## config.mk

```make
export PLATFORM = sky130hd
export DESIGN_NAME = instr_fetch24_flat
export DESIGN_NICKNAME = d
export VERILOG_FILES = /design/src/rtl/instr_fetch24_if.sv /design/src/rtl/instr_fetch24.sv /design/src/flat_wrapper.sv
export SDC_FILE = /design/constraint.sdc
export NUM_CORES = 1
export LEC_CHECK = 0
export CORE_ASPECT_RATIO = 0.6
export CORE_MARGIN = 2
export CORE_UTILIZATION = 38
export DETAILED_ROUTE_END_ITERATION = 6
export PLACE_DENSITY = 0.76
export SLEW_MARGIN = 20
export SYNTH_ARGS = -nofsm -noshare
export SYNTH_HDL_FRONTEND = slang
export SYNTH_SLANG_ARGS = --single-unit
export TNS_END_PERCENT = 50
```

## constraint.sdc

```tcl
create_clock -name clk -period 2.07 [get_ports clk]
set_input_delay 0.621 -clock clk [delete_from_list [all_inputs] [get_ports clk]]
set_output_delay 0.621 -clock clk [all_outputs]
set_load 0.03 [all_outputs]
```

## src/rtl/instr_fetch24_if.sv

```systemverilog
`default_nettype none
// +-----------------------------------------------------------------------+
// | instr_fetch24_if : fetch <-> ROM / decode / execute signal bundle     |
// | Rev 1.0                                                               |
// +-----------------------------------------------------------------------+
interface instr_fetch24_if #(
  parameter int AW = 10
);
  logic          start;
  logic [AW-1:0] rom_addr;
  logic [23:0]   rom_instr;
  logic          stall;
  logic          redirect_valid;
  logic [AW-1:0] redirect_addr;
  logic          instr_valid;
  logic [23:0]   instr_out;
  logic [AW-1:0] instr_pc;
  logic          halted;

  modport master (
    input  start, rom_instr, stall, redirect_valid, redirect_addr,
    output rom_addr, instr_valid, instr_out, instr_pc, halted
  );

  modport slave (
    output start, rom_instr, stall, redirect_valid, redirect_addr,
    input  rom_addr, instr_valid, instr_out, instr_pc, halted
  );
endinterface
`default_nettype wire

```

## src/rtl/instr_fetch24.sv

```systemverilog
`default_nettype none
// +-----------------------------------------------------------------------+
// | instr_fetch24 : PC sequencer for a 24-bit synchronous instruction ROM |
// | Rev 1.0                                                               |
// +-----------------------------------------------------------------------+
module instr_fetch24 #(
  parameter int          AW           = 10,
  parameter int unsigned RESET_PC     = 0,
  parameter bit          HALT_ON_ZERO = 1'b1
) (
  input  wire             clk,
  input  wire             rst,
  instr_fetch24_if.master bus
);

  localparam logic [AW-1:0] c_RESET_PC = AW'(RESET_PC);
  localparam logic [AW-1:0] c_ONE      = AW'(1);

  typedef enum logic [1:0] {
    S_IDLE = 2'd0,
    S_RUN  = 2'd1,
    S_HALT = 2'd2
  } state_t;

  state_t        r_state;
  logic [AW-1:0] r_fetch_pc;
  logic [AW-1:0] r_req_pc;
  logic          r_req_vld;

  logic w_run;
  logic w_start_go;
  logic w_redir;
  logic w_valid;
  logic w_halt;

  assign w_run      = (r_state == S_RUN);
  assign w_start_go = bus.start & ~w_run;
  assign w_redir    = bus.redirect_valid & w_run;
  assign w_valid    = w_run & r_req_vld & ~bus.redirect_valid;
  // A halt word only takes effect once decode actually accepts it.
  assign w_halt     = HALT_ON_ZERO & w_valid & ~bus.stall & (bus.rom_instr == 24'h000000);

  // During a stall the ROM re-reads the held address so its output stays put.
  assign bus.rom_addr    = w_start_go                ? c_RESET_PC        :
                           w_redir                   ? bus.redirect_addr :
                           (bus.stall & r_req_vld)   ? r_req_pc          :
                                                       r_fetch_pc;
  assign bus.instr_valid = w_valid;
  assign bus.instr_out   = bus.rom_instr;
  assign bus.instr_pc    = r_req_pc;
  assign bus.halted      = (r_state == S_HALT);

  always_ff @(posedge clk or posedge rst) begin
    if (rst) begin
      r_state    <= S_IDLE;
      r_fetch_pc <= c_RESET_PC;
      r_req_pc   <= c_RESET_PC;
      r_req_vld  <= 1'b0;
    end else begin
      case (r_state)
        S_IDLE, S_HALT: begin
          if (bus.start) begin
            r_state    <= S_RUN;
            r_req_pc   <= c_RESET_PC;
            r_req_vld  <= 1'b1;
            r_fetch_pc <= c_RESET_PC + c_ONE;
          end
        end
        S_RUN: begin
          if (bus.redirect_valid) begin
            r_req_pc   <= bus.redirect_addr;
            r_req_vld  <= 1'b1;
            r_fetch_pc <= bus.redirect_addr + c_ONE;
          end else if (!bus.stall) begin
            if (w_halt) begin
              r_state   <= S_HALT;
              r_req_vld <= 1'b0;
            end else begin
              r_req_pc   <= r_fetch_pc;
              r_req_vld  <= 1'b1;
              r_fetch_pc <= r_fetch_pc + c_ONE;
            end
          end
        end
        default: begin
          r_state   <= S_IDLE;
          r_req_vld <= 1'b0;
        end
      endcase
    end
  end

endmodule
`default_nettype wire
```

## src/flat_wrapper.sv

```systemverilog
// flat-port wrapper written by rule: the top's interface ports become plain ports
module instr_fetch24_flat 
#(
  parameter int          AW           = 10,
  parameter int unsigned RESET_PC     = 0,
  parameter bit          HALT_ON_ZERO = 1'b1
)
  (clk, rst, bus_start, bus_rom_instr, bus_stall, bus_redirect_valid, bus_redirect_addr, bus_rom_addr, bus_instr_valid, bus_instr_out, bus_instr_pc, bus_halted);
  instr_fetch24_if #(.AW(AW)) bus_i ();
  input  wire clk;
  input  wire rst;
  input wire logic [$bits(bus_i.start)-1:0] bus_start;
  input wire logic [$bits(bus_i.rom_instr)-1:0] bus_rom_instr;
  input wire logic [$bits(bus_i.stall)-1:0] bus_stall;
  input wire logic [$bits(bus_i.redirect_valid)-1:0] bus_redirect_valid;
  input wire logic [$bits(bus_i.redirect_addr)-1:0] bus_redirect_addr;
  output wire logic [$bits(bus_i.rom_addr)-1:0] bus_rom_addr;
  output wire logic [$bits(bus_i.instr_valid)-1:0] bus_instr_valid;
  output wire logic [$bits(bus_i.instr_out)-1:0] bus_instr_out;
  output wire logic [$bits(bus_i.instr_pc)-1:0] bus_instr_pc;
  output wire logic [$bits(bus_i.halted)-1:0] bus_halted;
  assign bus_i.start = bus_start;
  assign bus_i.rom_instr = bus_rom_instr;
  assign bus_i.stall = bus_stall;
  assign bus_i.redirect_valid = bus_redirect_valid;
  assign bus_i.redirect_addr = bus_redirect_addr;
  assign bus_rom_addr = bus_i.rom_addr;
  assign bus_instr_valid = bus_i.instr_valid;
  assign bus_instr_out = bus_i.instr_out;
  assign bus_instr_pc = bus_i.instr_pc;
  assign bus_halted = bus_i.halted;
  instr_fetch24 #(.AW(AW), .RESET_PC(RESET_PC), .HALT_ON_ZERO(HALT_ON_ZERO)) u_core (.clk(clk), .rst(rst), .bus(bus_i));
endmodule
```

==> impl_metrics.env <==
export IMPL_setup_slack_ns=-0.192
export IMPL_grt_usage=0.258
export IMPL_cap_violations=0
export IMPL_drive_above_1_share=0.458
export IMPL_start_kind="flop"
export IMPL_num_vias=2238
export IMPL_yosys_warnings=0
export IMPL_hold_start="u_core.bus.instr_pc[8]"
export IMPL_peakVddDrop_uv=372
export IMPL_coreArea_um2=4710
export IMPL_path_cells="nor2b_4, nand2_8, buf_16, a311oi_4, buf_6"
export IMPL_design_area_um2=3600
export IMPL_die_area_um2=5650
export IMPL_insertion_delay_ns=0.27
export IMPL_grt_overflow_total=0
export IMPL_num_io_pins=85
export IMPL_finalNetCount=386
export IMPL_drc=0
export IMPL_dpl_instance_area_um2=3090
export IMPL_powerDensity_nw_per_um2=495
export IMPL_grt_max_degree=24
export IMPL_synth_nets=271
export IMPL_syn_inst=231
export IMPL_internal_power_mw=1.08
export IMPL_firstDrtPassIters=5
export IMPL_tightest_slew_ns=0.425
export IMPL_cts_sinks=23
export IMPL_finalCriticalPeriod_ns=2.26
export IMPL_row_count=19
export IMPL_cts_root_buf="clkbuf_8"
export IMPL_setup_violations=11
export IMPL_cp_top_family="flip-flops"
export IMPL_critPathCaptureType="primary output"
export IMPL_cts_tree="done"
export IMPL_synth_edf_count=0
export IMPL_synthesis_area_um2=1920
export IMPL_fin_cells=408
export IMPL_outcome="complete, but fails checks"
export IMPL_violations="negative setup slack"
export IMPL_cts_inserted_buffers=3
export IMPL_critical_path_startpoint="u_core.r_state[1]"
export IMPL_initialDrtViolationCount=116
export IMPL_ant_nets=0
export IMPL_ctsHoldBuffers=0
export IMPL_worst_ep_arrival_time_ns=1.64
export IMPL_ys_ff_latch=23
export IMPL_final_util=0.764
export IMPL_ys_top_cells_by_count="nand2_1 (32), buf_4 (26), dfrtp_1 (23)"
export IMPL_rsz0062_at_grt="yes"
export IMPL_synth_area_leader_cell="dfrtp_1"
export IMPL_netlist_area_leader_share=0.300
export IMPL_synth_flop_cell="dfrtp_1"
export IMPL_via_per_inst=5.49
export IMPL_r2r_start="u_core.r_state[1]"
export IMPL_synth_most_common_cell="nand2_1"
export IMPL_initial_core_util=0.407
export IMPL_max_slew_margin_rel=0.717
export IMPL_synth_top_cells_by_area="dfrtp_1 (30%), buf_4 (10%), nand2_1 (6.3%)"
export IMPL_antenna_found_initial=0
export IMPL_path_class="flop to primary output"
export IMPL_p_switching_mw=0.700
export IMPL_power_leakage_nw=1.72
export IMPL_p_clk_frac=0.160
export IMPL_cp_slowest_cell="dfrtp_1"
export IMPL_yosysUniqueCellTypes=49
export IMPL_p_sw_frac=0.394
export IMPL_path_buf_inv=2
export IMPL_async_flop_share=1.00
export IMPL_clk_pin_slew_ns=0.08
export IMPL_avgRoutedWirePerCell_um=18.2
export IMPL_yosysSeqAreaShare=0.300
export IMPL_port_buffers=84
export IMPL_clock_path_buffers=2
export IMPL_die_y_um=59.0
export IMPL_report_final_slew_viol_count=0
export IMPL_grt_pass1_vias=2147
export IMPL_grt_pass1_wl_mm=11.1
export IMPL_crit_required_ns=1.45
export IMPL_hpwl_mm=4.99
export IMPL_syn2layout_area_growth_pct=87.5
export IMPL_seqPwrFrac=0.332
export IMPL_hold_viol_final=0
export IMPL_combPwrFrac=0.508
export IMPL_wirelength_mm=7.44
export IMPL_whs_ns=0.511
export IMPL_finalClockSkew_ns=0.00489
export IMPL_htree_levels=1
export IMPL_cp_slowest_stage_delay_ns=0.42
export IMPL_nFillCells=315
export IMPL_die_w_um=95.7
export IMPL_fmax_ghz=0.442
export IMPL_syn_avg_cell_area_um2=8.30
export IMPL_period_share=1.09
export IMPL_hold_class="flop to flop"
export IMPL_n_antenna_cell=0
export IMPL_place_gp_congestion=0.816
export IMPL_placed_cells=388
export IMPL_crit_path_max_fanout=5
## logic make-up after synthesis
kind of cell	share of synthesized area
simple gates	0.250
compound gates	0.217
buf+inv	0.145
flops	0.300
mux	0.0483
xor+xnor	0.0320
fa+ha+maj	0.00652
## per-layer routing
| metal | global-route usage | wire [µm] | vias to the layer above |
|---|---|---|---|
| met1 | 0.362 | 3250 | 1076 |
| met4 | 0.0429 | 102 | 0 |
| met5 | 0 | 0 | - |
| li1 | - | - | 1050 |
| met2 | 0.418 | 3520 | 98 |
| met3 | 0.0623 | 566 | 14 |
## worst min-delay path, delay by kind of cell (launching register included)
family,cells,cell delay [ns]
DFF,1,0.37
and+or+nand+nor,1,0.06
AOI/OAI and AO/OA,1,0.05
## per-stage QoR
step	worst slack [ns]	power (mW)	setup TNS, ns
5_1_grt	-0.265	1.88	-3.56
2_1_floorplan	-0.0804	1.07	-0.847
3_3_place_gp	-0.575	1.38	-15.79
6_report	-0.192	1.78	-1.83
4_1_cts	-0.246	1.74	-2.06
3_5_place_dp	-0.602	1.40	-16.34
## cell usage in the layout (no fill, tap or decap), types with 6 or more instances in the layout
master	netlist	final
buf_4	26	72
dfrtp_1	23	23
nand2_1	32	21
dlymetal6s2s_1	0	19
buf_6	2	18
nor2_1	21	17
clkdlybuf4s50_1	0	16
nand3_1	12	12
o21ai_0	13	10
nand2_2	0	10
a311oi_4	0	10
mux2i_1	7	7
o31ai_1	9	7
dlygate4sd2_1	0	7
buf_12	0	6
## flip-flops by register name (all words and copies together) (netlist names)
| name | count |
|---|---|
| u_core.bus.instr_pc | 10 |
| u_core.r_fetch_pc | 10 |
| u_core.r_req_vld | 1 |
| u_core.r_state | 2 |
## path summary, 6_finish.rpt
check	end	slack, ns	cells past startpoint
max in group asynchronous	u_core.r_fetch_pc[0]	1.13	3
worst min register to register	u_core.bus.instr_pc[8]	0.51	2
worst min-delay path	u_core.bus.instr_pc[8]	0.51	2
worst max-delay path	bus_rom_addr[4]	-0.19	5
min in group asynchronous	u_core.r_state[1]	0.69	3
worst max register to register	u_core.bus.instr_pc[5]	-0.01	8
## cell type report
type	instances	area, µm²	area share
flip-flops and latches	23	576	0.160
inverters	5	18.8	0.00522
repair buffers	148	1450	0.402
well taps	63	78.8	0.0219
multi-input cells	165	1430	0.398
clock buffers	4	45.0	0.0125
## power groups by stage
stage | clock, mW | combinational [mW] | sequential [mW]
finish | 0.284 | 0.904 | 0.591
global route | 0.313 | 0.965 | 0.599
CTS | 0.289 | 0.868 | 0.582
detailed placement | 0 | 0.808 | 0.588
global placement | 0 | 0.793 | 0.585
floorplan | 0 | 0.451 | 0.624
## repair_timing
action,4_1_cts,5_1_grt
gates resized for setup,57,54
hold endpoints to repair,0,0
buffers inserted,8,5
endpoints found under the setup margin,33,32
gates cloned,2,2
pin swaps,21,29
(Power assumes the default switching activity.)
